==> src/rtl/rs_dec_pkg.sv <==
// Shared defaults and address-decode helpers for the pipelined RS write decoder.
package rs_dec_pkg;

  localparam int DEF_ADDR_W   = 4;
  localparam int DEF_DATA_W   = 8;
  localparam int DEF_NCH      = 12;
  localparam int DEF_BCAST    = 1;
  localparam int DEF_ERRCNT_W = 8;

  localparam logic [DEF_ADDR_W-1:0] BCAST_ADDR = {DEF_ADDR_W{1'b1}};

  // An address is usable if it names a real channel, or is the broadcast code when enabled.
  function automatic logic addr_ok(input logic [31:0] addr, input int nch,
                                   input int addr_w, input bit bcast);
    logic [31:0] all_ones;
    all_ones = (32'd1 << addr_w) - 32'd1;
    return (addr < 32'(nch)) || (bcast && (addr == all_ones));
  endfunction

  // One bit of the channel select: a single match inside range, every bit on broadcast.
  function automatic logic sel_hit(input logic [31:0] addr, input int ch, input int nch,
                                   input int addr_w, input bit bcast);
    if (addr < 32'(nch)) begin
      return addr == 32'(ch);
    end else begin
      return addr_ok(addr, nch, addr_w, bcast);
    end
  endfunction

endpackage

==> src/rtl/rs_write_decoder_pipe_stage.sv <==
// Generic valid/ready register slice; full bit plus payload register.
module rs_pipe_stage #(
  parameter int W = 8
) (
  input  logic         clk,
  input  logic         rst,
  input  logic         in_valid,
  output logic         in_ready,
  input  logic [W-1:0] in_data,
  output logic         out_valid,
  input  logic         out_ready,
  output logic [W-1:0] out_data
);

  logic full;
  logic load;

  assign in_ready  = !full || out_ready;
  assign load      = in_valid && in_ready;
  assign out_valid = full;

  // Occupancy and payload; a simultaneous drain and refill keeps the slot full.
  always_ff @(posedge clk or posedge rst) begin
    if (rst) begin
      full     <= 1'b0;
      out_data <= '0;
    end else if (load) begin
      full     <= 1'b1;
      out_data <= in_data;
    end else if (out_ready) begin
      full     <= 1'b0;
    end
  end

endmodule

==> src/rtl/rs_write_decoder_pipe.sv <==
// Two-stage RS write decoder: S1 captures/decodes, S2 drives the outputs.
// Optional RS_PARITY_CHECK_EN adds an even-parity MSB on in_word and par_err_flag.
module rs_write_decoder_pipe
  import rs_dec_pkg::*;
#(
  parameter int ADDR_W   = DEF_ADDR_W,
  parameter int DATA_W   = DEF_DATA_W,
  parameter int NCH      = DEF_NCH,
  parameter int BCAST    = DEF_BCAST,
  parameter int ERRCNT_W = DEF_ERRCNT_W
) (
  input  logic                     clk,
  input  logic                     rst,
`ifdef RS_PARITY_CHECK_EN
  input  logic [ADDR_W+DATA_W:0]   in_word,
`else
  input  logic [ADDR_W+DATA_W-1:0] in_word,
`endif
  input  logic                     in_valid,
  output logic                     in_ready,
  output logic                     out_valid,
  input  logic                     out_ready,
  output logic [NCH-1:0]           out_sel,
  output logic [DATA_W-1:0]        out_data,
  output logic [ERRCNT_W-1:0]      err_cnt,
  output logic                     err_flag,
`ifdef RS_PARITY_CHECK_EN
  output logic                     par_err_flag,
`endif
  input  logic                     clr_err,
  output logic [15:0]              wr_cnt
);

  localparam int CW = ADDR_W + DATA_W;
  localparam int PW = NCH + DATA_W;

  logic [ADDR_W-1:0] addr;
  logic [DATA_W-1:0] data;
  logic [NCH-1:0]    sel;
  logic              ok;
  logic              par_bad;
  logic              accept;
  logic              invalid;
  logic              s1_in_valid;
  logic              s1_full;
  logic              s2_ready;
  logic [PW-1:0]     s1_payload;
  logic [PW-1:0]     s2_payload;

  assign addr = in_word[CW-1:DATA_W];
  assign data = in_word[DATA_W-1:0];

`ifdef RS_PARITY_CHECK_EN
  assign par_bad = ^in_word;
`else
  assign par_bad = 1'b0;
`endif

  // Address decode into the channel select vector.
  always_comb begin
    sel = '0;
    ok  = addr_ok(32'(addr), NCH, ADDR_W, BCAST != 0);
    for (int i = 0; i < NCH; i++) begin
      sel[i] = sel_hit(32'(addr), i, NCH, ADDR_W, BCAST != 0);
    end
  end

  // Bad words are still consumed so upstream never stalls on them.
  assign accept      = in_valid && in_ready;
  assign invalid     = accept && (!ok || par_bad);
  assign s1_in_valid = in_valid && ok && !par_bad;

  rs_pipe_stage #(.W(PW)) u_s1 (
    .clk       (clk),
    .rst       (rst),
    .in_valid  (s1_in_valid),
    .in_ready  (in_ready),
    .in_data   ({sel, data}),
    .out_valid (s1_full),
    .out_ready (s2_ready),
    .out_data  (s1_payload)
  );

  rs_pipe_stage #(.W(PW)) u_s2 (
    .clk       (clk),
    .rst       (rst),
    .in_valid  (s1_full),
    .in_ready  (s2_ready),
    .in_data   (s1_payload),
    .out_valid (out_valid),
    .out_ready (out_ready),
    .out_data  (s2_payload)
  );

  assign out_sel  = s2_payload[PW-1:DATA_W];
  assign out_data = s2_payload[DATA_W-1:0];

  // Invalid-address bookkeeping; clear takes priority but a same-cycle error still counts.
  always_ff @(posedge clk or posedge rst) begin
    if (rst) begin
      err_cnt  <= '0;
      err_flag <= 1'b0;
    end else if (clr_err) begin
      err_cnt  <= invalid ? ERRCNT_W'(1) : ERRCNT_W'(0);
      err_flag <= invalid;
    end else if (invalid) begin
      if (err_cnt != {ERRCNT_W{1'b1}}) begin
        err_cnt <= err_cnt + ERRCNT_W'(1);
      end
      err_flag <= 1'b1;
    end
  end

`ifdef RS_PARITY_CHECK_EN
  // Sticky parity error flag.
  always_ff @(posedge clk or posedge rst) begin
    if (rst) begin
      par_err_flag <= 1'b0;
    end else if (clr_err) begin
      par_err_flag <= accept && par_bad;
    end else if (accept && par_bad) begin
      par_err_flag <= 1'b1;
    end
  end
`endif

  // Forwarded-write counter, free running and wrapping.
  always_ff @(posedge clk or posedge rst) begin
    if (rst) begin
      wr_cnt <= 16'd0;
    end else if (out_valid && out_ready) begin
      wr_cnt <= wr_cnt + 16'd1;
    end
  end

endmodule

==> config.mk <==
export PLATFORM = sky130hd
export DESIGN_NAME = rs_write_decoder_pipe
export DESIGN_NICKNAME = d
export VERILOG_FILES = /design/src/rtl/rs_dec_pkg.sv /design/src/rtl/rs_write_decoder_pipe_stage.sv /design/src/rtl/rs_write_decoder_pipe.sv
export SDC_FILE = /design/constraint.sdc
export NUM_CORES = 1
export LEC_CHECK = 0
export BUFFER_PORTS_ARGS = -buffer_cell sky130_fd_sc_hd__buf_4
export CAP_MARGIN = 20
export CELL_PAD_IN_SITES_DETAIL_PLACEMENT = 1
export CELL_PAD_IN_SITES_GLOBAL_PLACEMENT = 2
export CORE_MARGIN = 2
export CORE_UTILIZATION = 35
export CTS_CLUSTER_DIAMETER = 30
export CTS_CLUSTER_SIZE = 28
export DETAILED_ROUTE_END_ITERATION = 6
export PLACE_DENSITY_LB_ADDON = 0.1
export SLEW_MARGIN = 20
export SYNTH_ARGS = -nofsm -noshare
export SYNTH_HDL_FRONTEND = slang
export SYNTH_SLANG_ARGS = --single-unit
==> constraint.sdc <==
create_clock -name clk -period 2.4 [get_ports clk]
set_input_delay 0 -clock clk [delete_from_list [all_inputs] [get_ports clk]]
set_output_delay 0 -clock clk [all_outputs]
set_load 0.01 [all_outputs]
==> results summary <==
TritonCTS built the clock tree. The level count of the clock H-tree is 3. The count of fill cells added during filler insertion came out at 909.

At the end of routability-driven placement, the weighted congestion stood at 0.714. The complex-gate fraction of the synthesized area is 7.84%. Of all nets on the critical path, the largest fanout is 14.

The cell count after placement came out at 392. The final net count came out at 328. After synthesis the netlist holds a flip-flop and latch count of 67.

The synthesized instance count came out at 231. Across every metal layer, demand over resource in global routing totals 16.0%. The transition time at the pin with the least slew margin came out at 764 ps.

The global-route wire length before repair is 10.8 mm. The die span in x came out at 94.9 um. The repair_antennas step left the layout with diodes totalling 0. The final count of hold timing violations came out at 0. Dividing total power by cell area gives a power density of 801 mW/mm2. The max-slew violation total from the final report is 0. The detailed-route wire length per cell is 15.2 um.

The standby leakage power is 1.76 nW. For this design the top-level I/O count stands at 64. The maximum number of buffers from clock root to sink is 2. The initial antenna violation count came out at 0. The kind of capture point of the worst setup path is a flip-flop. Grouping stages by cell kind, the critical path spends the most delay in simple AND/OR/NAND/NOR gates. When the netlist entered floorplanning its net count stood at 250. The register-to-register setup slack is 630 ps. The overall overflow remaining after global route came out at 0. The number of warnings reported in the yosys synthesis log is 0. The number of different library cells in the post-synthesis netlist is 43. By startpoint and endpoint, the worst setup path is classified as reg2reg.

The number of nets still failing antenna checks after routing is 0. The critical path goes through nand3b_1 -> nand4_1 -> buf_4 -> nor4_1 -> mux2_2. The sum of negative setup slack is 0 ps.

The share of the Yosys chip area taken by registers is 58.0%. The number of maximum-capacitance constraint violations is 0. The area growth from synthesis to layout is 30.1%. The number of iterations in the first detailed-routing pass is 6.

The mean instance size in the synthesized netlist came out at 12.5 um2. The data required time of the critical path is 2640 ps. The hold slack is 16.5 ps. The die covers 0.00900 mm2. After the flow finishes, the layout carries non-filler instances totaling 419. The via count of the first global-routing pass came out at 2079. After Yosys synthesis, XOR and XNOR cells account for 5.76% of the synthesized area. The netlist area before placement is 0.00289 mm2. The root buffer cell chosen for the clock tree is sky130_fd_sc_hd__clkbuf_8. The maximum ir drop on the vdd rail is 0.000303 V. Entering global routing, the biggest net connects 34 pins.

The startpoint class of the critical path is a flip-flop. The later pin in the worst-skew pair is clocked with a latency of 340 ps. Wires add up to 6.35 mm.

The post-detailed-route DRC marker count came out at 0. The die span in y came out at 94.9 um. The final critical-path required period is 1770 ps. Among all flip-flop cells after synthesis, the most frequent one is sky130_fd_sc_hd__dfrtp_1.

The simple-gate share of the synthesized area came out at 12.5%. The post-CTS resize count is 0. The core utilization of the finished layout came out at 46.4%. Setup repair after global routing left no endpoint under its margin. The final count of negative-setup-slack endpoints is 0. By area, the combinational part of the netlist is dominated by simple AND/OR/NAND/NOR gates. Detailed placement ended at an HPWL of 4.40 mm. Clock tree synthesis found a total of 67 sinks. Static timing analysis puts the maximum clock frequency at 0.566 GHz. The number of rows in the core area is 33.

In the synthesized netlist the async set-or-reset flop fraction comes to 100%. The tightest slew margin relative to the limit came out at 49.0%. In this run the standard cell core region covers 0.00809 mm2. Port buffering added 63 buffers. The synthesized design contains 0 enable-type register cells.

Cells with a size suffix above 1 make up 37.6% of the layout. For this block, the initial DRC count from the detailed router was 31. The synthesized-area fraction occupied by adder cells is 0.866%. The via count of the routed design is 2089. The clock transition at the register clock pins on the worst setup and hold paths after CTS came out at 70 ps. The type of the tightest min-delay check is in2reg. In this design, the stage delay of the slowest critical-path cell is 430 ps.

The effective utilization at floorplan is 35.7%. The run finished with clean final reports. STA puts the critical path data arrival time at 2000 ps.

The number of CTS-inserted buffers came out at 9. The count of buffering cells on the critical path with inverters included came out at 1. The multiplexer share of the synthesized area came out at 12.4%. The largest individual stage delay along the critical path comes from the cell sky130_fd_sc_hd__dfrtp_1. The number of vias per cell after detailed routing is 4.99. The final worst clock skew is 6.21 ps.

The share of the clock period used by the worst path after layout came out at 73.7%.
-- per-stage QoR --
step / setup slack [ps] / cell area (um2) / power, mW
finish: 632 / 3760 / 3.01
floorplan: 717 / 2890 / 1.87
global placement: 686 / 3490 / 2.22
CTS: 625 / 3760 / 3.08
global route: 495 / 3760 / 3.22
detailed placement: 631 / 3490 / 2.24
-- flip-flops by register name, summed over array words and instances (netlist names) --
register	cells
wr_cnt	16
err_flag	1
err_cnt	8
u_s1.out_valid	1
u_s1.out_data	20
u_s2.out_valid	1
u_s2.out_data	20
-- area by class of cell --
class                           count  area (um2)  share of cell area (%)
Sequential cell                    67        1680                    44.6
Multi-Input combinational cell    147        1140                    30.3
Timing Repair Buffer               79         633                    16.8
Tap cell                          105         131                    3.50
Clock buffer                       10         128                    3.40
Clock inverter                      6        32.5                   0.866
Inverter                            5        18.8                   0.500
-- worst paths after layout --
check / start / endpoint / depth (start not counted)
setup / recovery: u_s2.out_valid$_DFFE_PP0P_ / err_cnt[5]$_DFFE_PP0P_ / 5
hold / removal: in_word[9] / u_s1.out_data[14]$_DFFE_PP0P_ / 2
setup reg to reg: u_s2.out_valid$_DFFE_PP0P_ / err_cnt[5]$_DFFE_PP0P_ / 5
hold reg to reg: wr_cnt[15]$_DFFE_PP0P_ / wr_cnt[15]$_DFFE_PP0P_ / 1
max in group asynchronous: rst / err_cnt[3]$_DFFE_PP0P_ / 4
min in group asynchronous: rst / u_s2.out_data[4]$_DFFE_PP0P_ / 3
-- cells by family (layout without fill, tap and decap cells) --
family	count (synthesis)	in the layout
flip-flops	67	67
AND/OR/NAND/NOR	65	65
multiplexers	32	32
AO/OA/AOI/OAI	29	29
XOR/XNOR	19	19
buffers and inverters	17	100
adder cells (fa/ha/maj)	2	2
-- power breakdown --
group	switching [mW]	internal [mW]
clock network	0.433	0.365
registers	0.145	1.33
logic	0.314	0.422
-- synthesized netlist by cell type (2+ instances only) --
cell                       count  share of area (%)
sky130_fd_sc_hd__a21oi_1       4               0.69
sky130_fd_sc_hd__and4_1        2               0.61
sky130_fd_sc_hd__and3_1        4               0.87
sky130_fd_sc_hd__or4_1         3               0.78
sky130_fd_sc_hd__dfrtp_1      67                 58
sky130_fd_sc_hd__and2_1        2               0.43
sky130_fd_sc_hd__o21ai_0       4               0.69
sky130_fd_sc_hd__inv_1         5               0.65
sky130_fd_sc_hd__nand3_1       9                1.6
sky130_fd_sc_hd__buf_2         6                1.0
sky130_fd_sc_hd__nor3_1        3               0.52
sky130_fd_sc_hd__a21o_1        2               0.52
sky130_fd_sc_hd__nand2b_1      2               0.43
sky130_fd_sc_hd__clkbuf_1      4               0.52
sky130_fd_sc_hd__nand4_1       5                1.1
sky130_fd_sc_hd__nor2_1        6               0.78
sky130_fd_sc_hd__mux2_2       31                 12
sky130_fd_sc_hd__nand2_1      16                2.1
sky130_fd_sc_hd__a22o_1        6                1.8
sky130_fd_sc_hd__o31ai_1       2               0.52
sky130_fd_sc_hd__or3_1         2               0.43
sky130_fd_sc_hd__xor2_1        2               0.61
sky130_fd_sc_hd__a32o_1        6                2.1
sky130_fd_sc_hd__xnor2_1      17                5.2
sky130_fd_sc_hd__ha_1          2               0.87
sky130_fd_sc_hd__nor2b_1       2               0.43
-- what timing repair did --
action,CTS,global route
hold buffers,11,0
setup buffers,0,0
hold endpoints to repair,45,0
-- cell usage in the layout, fill, tap and decap left out, types with 2 or more instances in the layout --
| cell type | count |
|---|---|
| sky130_fd_sc_hd__dfrtp_1 | 67 |
| sky130_fd_sc_hd__buf_4 | 67 |
| sky130_fd_sc_hd__mux2_2 | 31 |
| sky130_fd_sc_hd__xnor2_1 | 17 |
| sky130_fd_sc_hd__nand2_1 | 16 |
| sky130_fd_sc_hd__dlygate4sd3_1 | 11 |
| sky130_fd_sc_hd__nand3_1 | 9 |
| sky130_fd_sc_hd__clkbuf_8 | 9 |
| sky130_fd_sc_hd__a22o_1 | 6 |
| sky130_fd_sc_hd__nor2_1 | 6 |
| sky130_fd_sc_hd__a32o_1 | 6 |
| sky130_fd_sc_hd__nand4_1 | 5 |
| sky130_fd_sc_hd__clkinv_2 | 5 |
| sky130_fd_sc_hd__and3_1 | 4 |
| sky130_fd_sc_hd__inv_1 | 4 |
| sky130_fd_sc_hd__o21ai_0 | 4 |
| sky130_fd_sc_hd__a21oi_1 | 4 |
| sky130_fd_sc_hd__or4_1 | 3 |
| sky130_fd_sc_hd__nor3_1 | 3 |
| sky130_fd_sc_hd__nand2b_1 | 2 |
| sky130_fd_sc_hd__and2_1 | 2 |
| sky130_fd_sc_hd__and4_1 | 2 |
| sky130_fd_sc_hd__or3_1 | 2 |
| sky130_fd_sc_hd__a21o_1 | 2 |
| sky130_fd_sc_hd__xor2_1 | 2 |
| sky130_fd_sc_hd__nor2b_1 | 2 |
| sky130_fd_sc_hd__o31ai_1 | 2 |
| sky130_fd_sc_hd__ha_1 | 2 |
-- worst reg2reg max path, cell delays in order (launching register included) --
cell                       delay (ps)
sky130_fd_sc_hd__dfrtp_1          430
sky130_fd_sc_hd__nand3b_1         220
sky130_fd_sc_hd__nand4_1          130
sky130_fd_sc_hd__buf_4            200
sky130_fd_sc_hd__nor4_1           310
sky130_fd_sc_hd__mux2_2           360
-- per-layer routing --
layer | global-route usage, % | wire [um] | share of wire [%] | vias up
li1 | - | - | - | 979
met1 | 21.8 | 2910 | 46 | 1055
met5 | 0 | 0 | 0 | -
met2 | 23.8 | 2990 | 47 | 44
met3 | 4.47 | 320 | 5.0 | 11
met4 | 6.52 | 123 | 1.9 | 0
Power figures use the tool's default switching activity.
